$ cat src/rtl/rand_pkg.sv
// Shared types and the reference step function for the parallel LFSR generator.
package rand_pkg;

  typedef enum logic {WARM = 1'b0, RUN = 1'b1} fsm_t;

  localparam int MAX_LEN = 64;
  localparam logic [62:0] DEFAULT_SEED_63 = 63'h1;

  // Runs n Fibonacci steps; bit i of state holds s[i+1]. hi/lo are 0-based tap indices.
  function automatic logic [MAX_LEN-1:0] lfsr_advance(input logic [MAX_LEN-1:0] state,
                                                      input int n,
                                                      input logic [5:0] hi,
                                                      input logic [5:0] lo);
    logic [MAX_LEN-1:0] s;
    logic               f;
    s = state;
    for (int i = 0; i < MAX_LEN; i++) begin
      if (i < n) begin
        f = s[hi] ^ s[lo];
        s = {s[MAX_LEN-2:0], f};
      end
    end
    return s;
  endfunction

endpackage

$ cat src/rtl/rand_lfsr_par_unroll.sv
// Combinational OUT_W-step unroll of the LFSR: next state plus the new bits in step order.
module rand_lfsr_unroll
  import rand_pkg::*;
#(
  parameter int LFSR_LEN = 63,
  parameter int TAP_LO   = 62,
  parameter int OUT_W    = 16
) (
  input  logic [LFSR_LEN-1:0] s,
  output logic [LFSR_LEN-1:0] s_next,
  output logic [OUT_W-1:0]    bits
);

  logic [MAX_LEN-1:0] wide;

  assign wide   = lfsr_advance(MAX_LEN'(s), OUT_W, 6'(LFSR_LEN-1), 6'(TAP_LO-1));
  assign s_next = wide[LFSR_LEN-1:0];

  // After OUT_W shifts the first new bit sits highest among the fresh ones.
  for (genvar k = 0; k < OUT_W; k++) begin : g_bit
    assign bits[k] = wide[OUT_W-1-k];
  end

  if (LFSR_LEN < MAX_LEN) begin : g_pad
    logic unused_hi;
    assign unused_hi = ^wide[MAX_LEN-1:LFSR_LEN];
  end

endmodule

$ cat src/rtl/rand_lfsr_par.sv
// Parallel LFSR random-word generator with reseed, zero-seed guard, warm-up discard and valid strobe.
module rand_lfsr_par
  import rand_pkg::*;
#(
  parameter int                  OUT_W        = 16,
  parameter int                  LFSR_LEN     = 63,
  parameter int                  TAP_LO       = 62,
  parameter int                  WARMUP       = 64,
  parameter logic [LFSR_LEN-1:0] DEFAULT_SEED = LFSR_LEN'(DEFAULT_SEED_63)
) (
  input  logic                clk,
  input  logic                reset,
  input  logic                enable,
  input  logic                seed_load,
  input  logic [LFSR_LEN-1:0] seed_in,
  output logic [OUT_W-1:0]    rand_out,
  output logic                rand_valid,
  output logic                warming
);

  localparam int             WCW  = (WARMUP > 0) ? $clog2(WARMUP+1) : 1;
  localparam logic [WCW-1:0] WLIM = WCW'(WARMUP);

  fsm_t                fsm, fsm_nxt;
  logic [WCW-1:0]      wcnt, wcnt_nxt;
  logic [LFSR_LEN-1:0] s, s_next, seed_eff;
  logic [OUT_W-1:0]    bits;
  logic                advance;

  assign advance  = enable & ~seed_load;
  assign seed_eff = (seed_in == '0) ? DEFAULT_SEED : seed_in;
  assign warming  = (fsm == WARM);

  rand_lfsr_unroll #(
    .LFSR_LEN (LFSR_LEN),
    .TAP_LO   (TAP_LO),
    .OUT_W    (OUT_W)
  ) u_unroll (
    .s      (s),
    .s_next (s_next),
    .bits   (bits)
  );

  // Leaving WARM looks at the post-increment count, so the advance after the
  // last discarded one is already valid; WARMUP=0 exits after one idle edge.
  always_comb begin
    fsm_nxt  = fsm;
    wcnt_nxt = wcnt;
    if (seed_load) begin
      fsm_nxt  = WARM;
      wcnt_nxt = '0;
    end else if (fsm == WARM) begin
      if (advance && (wcnt != WLIM)) wcnt_nxt = wcnt + WCW'(1);
      if (wcnt_nxt == WLIM) fsm_nxt = RUN;
    end
  end

  always_ff @(posedge clk or posedge reset) begin
    if (reset) begin
      s          <= DEFAULT_SEED;
      fsm        <= WARM;
      wcnt       <= '0;
      rand_out   <= '0;
      rand_valid <= 1'b0;
    end else begin
      fsm        <= fsm_nxt;
      wcnt       <= wcnt_nxt;
      rand_valid <= advance & (fsm == RUN);
      if (seed_load) begin
        s <= seed_eff;
      end else if (advance) begin
        s        <= s_next;
        rand_out <= bits;
      end
    end
  end

endmodule

$ cat config.mk
export PLATFORM = sky130hd
export DESIGN_NAME = rand_lfsr_par
export DESIGN_NICKNAME = d
export VERILOG_FILES = /design/src/rtl/rand_pkg.sv /design/src/rtl/rand_lfsr_par_unroll.sv /design/src/rtl/rand_lfsr_par.sv
export SDC_FILE = /design/constraint.sdc
export NUM_CORES = 1
export LEC_CHECK = 0
export CORE_ASPECT_RATIO = 2
export CORE_MARGIN = 2
export CORE_UTILIZATION = 55
export CTS_CLUSTER_SIZE = 10
export DETAILED_ROUTE_END_ITERATION = 10
export PLACE_DENSITY = 0.94
export SYNTH_ARGS = -nofsm -noshare
export SYNTH_HDL_FRONTEND = slang
export SYNTH_HIERARCHICAL = 1
export SYNTH_SLANG_ARGS = --single-unit
$ cat constraint.sdc
create_clock -name clk -period 6 [get_ports clk]
set_input_delay 1.2 -clock clk [delete_from_list [all_inputs] [get_ports clk]]
set_output_delay 1.2 -clock clk [all_outputs]
set_load 0.05 [all_outputs]
; Word-level counts from Yosys, hierarchy flattened
; Index checks and enable logic that the tools add are counted.
[op_classes]
add_sub_neg = 1
n_eq_ne = 3
mux = 11
bitwise_logic = 20
n_reduce_logical = 4
[op_table]
columns = operator, n
row1 = $mux 63, 3
row2 = $logic_not 63->1, 1
row3 = $mux 7, 5
row4 = $xor 1x1->1, 16
row5 = $add 7x1->7 const B, 1
row6 = $eq 7x7->1 const B, 1
row7 = $ne 7x7->1 const B, 1
row8 = $mux 1, 3
row9 = $and 1x1->1, 2
row10 = $ne 2x2->1 const B, 1
row11 = $not 1->1, 2
row12 = $reduce_and 2->1, 1
row13 = $reduce_bool 2->1, 1
row14 = $logic_and 1x1->1, 1
[totals]
regBits = 88
input_bits = 67
word_cells = 44

; Depth between registers and ports, before layout
[logic_depth]
depth_word = 10
mapped_depth = 7
mapped_depth_nobuf = 7

; Cells and area by module
; Netlist, hierarchy kept.
[by_module_without_submodules]
columns = mod, n_inst, cells_per_inst, area_per_inst_um2
row1 = rand_lfsr_par, 1, 390, 4149.0
row2 = rand_lfsr_unroll, 1, 79, 613.1

; Least setup slack after synthesis
; OpenSTA, ideal clock, no wires.
[synth_path]
path_type = input -> register
from = in seed_load
to = reg rand_out[0]
arrival_time_ps = 2163
required_ps = 5875
setup_slack_ps = 3712
path_stages = 5
path_buffers = 3
cell_sequence = buf_2 > nor2b_1 > buf_4 > buf_2 > mux2_2
[synth_between]
elab_chain_len = 3
[synth_lines]
columns = element, line
row1 = from (decl), rand_lfsr_par.sv:14  ; input logic seed_load,
row2 = $not 1->1 (no line) *, -
row3 = $and 1x1->1, rand_lfsr_par.sv:30  ; assign advance = enable & ~seed_load;
row4 = $reduce_and 2->1 (no line) *, -
row5 = to (signal assigned), rand_lfsr_par.sv:73  ; rand_out <= bits;
row6 = to (decl), rand_lfsr_par.sv:16  ; output logic [OUT_W-1:0] rand_out,
; Mark *: on every way between the ends. The rest lies on a longest branch, timed or not.
; A chain may end at the register's enable or synchronous reset.

; Worst setup path in the final report
[layout_path]
from = in seed_load
to = reg wcnt[6]
[layout_between]
elab_chain_len = 8
[layout_lines]
columns = element, line
row1 = $not 1->1 (no line), -
row2 = $and 1x1->1, rand_lfsr_par.sv:30
row3 = $logic_and 1x1->1, rand_lfsr_par.sv:53  ; if (advance && (wcnt != WLIM)) wcnt_nxt = wcnt + WCW'(1);
row4 = $mux 7, rand_lfsr_par.sv:53
row5 = $mux 7, rand_lfsr_par.sv:52  ; end else if (fsm == WARM) begin
row6 = $mux 7, rand_lfsr_par.sv:49  ; if (seed_load) begin
row7 = $mux 7, rand_lfsr_par.sv:52
row8 = $mux 7, rand_lfsr_par.sv:49
row9 = to (signal assigned), rand_lfsr_par.sv:67  ; wcnt <= wcnt_nxt;
row10 = to (decl), rand_lfsr_par.sv:25  ; logic [WCW-1:0] wcnt, wcnt_nxt;
; Parallel ways exist; a longest one is shown, timed or not. The select of a mux whose other input is x is not followed.

==> results by group <==
Status
  • Outcome: finished, final reports clean

STA
  • Max-slew headroom: 28.2%
  • Slew Viols, Final: 0
  • Tmin final: 3160 ps
  • Final TNS setup: 0 ps
  • Final hold viol count: 0
  • Worst Tran Pin Value: 1080 ps
  • Clock Skews: 7.26 ps
  • Peak Freq: 316 MHz
  • Endpoints failing setup: 0
  • RSZ-0062 raised after global routing: no
  • Fin crit share: 52.7%

Logic synthesis
  • Top cells by area, synth: dfrtp_1, mux2i_1, buf_4
  • Yosys reg bits: 88
  • Register area share after synthesis: 46.3%
  • Top post-synthesis cells by count: dfrtp_1, nand2_1, mux2i_1
  • Syn Area/Cell: 10.2 um2
  • Post-synth EDFFs: 0
  • Post-Syn Instances: 469
  • Unique cell type count in the Yosys netlist: 31
  • Prevailing post-synth register cell: dfrtp_1
  • Synthesized Nets: 538
  • Most numerous cell in the Yosys netlist: dfrtp_1
  • Synth async-reset ratio: 100%
  • Yosys Warn Count: 6
  • Area share of the largest cell type after synthesis: 45.7%
  • Synth area leader: dfrtp_1
  • Post-Syn Area: 0.00476 mm2

Setup path
  • Type of the worst setup path: input pin to flop
  • Worst setup startpoint: seed_load
  • Worst path required time: 6180 ps
  • Crit Path Max Fanout: 136
  • Worst EP arrival: 3340 ps
  • CP endpoint kind: flop
  • CP Launch Type: input pin
  • RR Startpoint: wcnt[0]$_DFFE_PP0P_
  • R2r setup slk: 4060 ps

Global routing
  • Antenna violations before repair: 0
  • GRT met3 Usage: 3.50%
  • Pin count of the biggest net entering global routing: 137
  • Vias in the first global route: 3551
  • Global Route Usage Sum: 24.0%
  • Grt peak-use layer: met2
  • Global routing met1 resource utilization: 25.0%
  • First-pass GRT wire length: 17.4 mm
  • Overflow after GRT: 0
  • Met2 usage: 43.8%

Routing
  • Wire per inst: 18.6 um
  • Post-Route WL: 10.9 mm
  • 1st-pass router iterations: 5
  • 1st-iter DRT viols: 244
  • DR vias/cell: 5.79
  • Total number of vias: 3385
  • Residual DRC: 0
  • DRT antenna net count: 0

Pwr
  • Static Leakage: 0.00244 uW
  • Peak VDD IR: 0.199 mV
  • Sw Pwr: 529 uW
  • Comb power frac: 25.1%
  • Internal power: 1170 uW
  • Register share of total power: 43.3%
  • Total Power: 1690 uW
  • Switch share: 31.2%
  • Clk pwr share: 31.6%
  • PD cells: 311 mW/mm2

Clocking
  • CTS Root Cell: clkbuf_16
  • Clock latency on the worst-skew pair: 340 ps
  • TritonCTS sink count: 88
  • Cts hold-fix bufs: 0
  • Clock tree from TritonCTS: yes
  • CTS HTree Levels: 3
  • # Post-CTS Setup Buffers: 0
  • Clk slew on worst S/H paths: 60 ps
  • CTS Buf Count: 9
  • Post-cts sizing count: 0
  • Clock Tree Buf Depth: 2

Placement
  • Port Buffer Count: 84
  • Dpl hpwl: 8.02 mm
  • Gp weighted congestion: 0.881

Layout
  • Number of antenna diodes: 0
  • Layout Area Growth over Synthesis: 14.5%
  • Ratio of cells with drive above 1 in the final layout: 9.07%
  • Final #Nets: 549

Floorplanning
  • Core Region: 0.00853 mm2
  • Die Wd: 69.8 um
  • Die area: 0.00946 mm2
  • Die Span Y: 136 um
  • Row cnt: 48
  • I/O Pins: 85
  • Initial Util: 55.8%

Flow run
  • MaxCap Viol Count: 0

Min path
  • Hold Path Origin: rand_out[4]$_DFFE_PP0P_
  • Hold Crit Class: flop to flop
cell type report:
class | instances | area, um2
timing repair buffer | 87 | 858
clock inverter | 3 | 15.0
clock buffer | 13 | 270
tap | 100 | 125
sequential | 88 | 2200
inverter | 6 | 23.8
multi-input combinational | 288 | 1960
fill | 672 | 3070
registers in the layout, summed over array words and instances, names as in the netlist:
| signal | cells |
|---|---|
| fsm | 1 |
| rand_out | 16 |
| rand_valid | 1 |
| s | 63 |
| wcnt | 7 |
cells by family (layout without fill, tap and decap cells):
family          Yosys count  after routing  synth area share [%]
compound gates           72             72                  8.09
xor+xnor                 22             22                  4.05
fa+ha+maj                 2              2                 0.525
buf+inv                  93            109                  12.6
flops                    88             88                  46.3
mux                      81             81                  17.4
simple gates            111            111                  11.0
power by group through the flow:
stage | Clock (uW) | Sequential [uW] | Combinational [uW]
after global placement | 0 | 740 | 413
after detailed placement | 0 | 743 | 426
after global routing | 556 | 744 | 452
final | 535 | 735 | 425
after floorplan | 0 | 842 | 230
after CTS | 534 | 734 | 428
metrics by stage:
| stage | util, % | setup slack, ps | hold WS [ps] | instance area [um2] | std cells |
|---|---|---|---|---|---|
| 4_1_cts | 64.0 | 2880 | 509 | 5450 | 585 |
| 2_1_floorplan | - | 2520 | 530 | 4760 | 469 |
| 5_1_grt | 64.0 | 2680 | 527 | 5450 | 585 |
| 6_report | 64.0 | 2840 | 506 | 5450 | 585 |
| 3_5_place_dp | 60.6 | 2540 | 495 | 5170 | 569 |
| 3_3_place_gp | 60.6 | 2670 | 501 | 5170 | 569 |
placed cells by master (no fill, tap or decap), types with 3 or more instances in the layout:
master / n
xnor2_1: 6
inv_1: 5
buf_4: 5
dfrtp_1: 87
a21oi_1: 4
mux2i_1: 65
nor4_1: 16
clkbuf_8: 3
nand2_1: 67
xor2_1: 16
nor2_1: 12
nand4_1: 4
clkinv_2: 4
mux2_2: 16
o21ai_0: 62
clkbuf_16: 9
clkdlybuf4s50_1: 82
metal layers:
layer / part of all wire, % / routed length, um
met5: 0 / 0
met4: 5.6 / 610
met3: 3.8 / 411
met2: 55 / 5980
met1: 36 / 3910
worst paths after layout:
path,to,depth (start not counted)
worst max-delay path,wcnt[6]$_DFFE_PP0P_,7
min in group asynchronous,s[13]$_DFFE_PP0P_,2
max in group asynchronous,rand_out[11]$_DFFE_PP0P_,3
worst min register to register,rand_out[4]$_DFFE_PP0P_,1
worst max register to register,fsm$_DFF_PP0_,7
worst min-delay path,rand_out[4]$_DFFE_PP0P_,1
worst max-delay path, stage by stage:
cell and delay (ps):
buf_4 400, nor2b_1 710, buf_4 360, nand4_4 160, nor3_2 230, xnor2_1 150
nor2_1 60
Note: power is estimated with default switching activity, not from simulation.
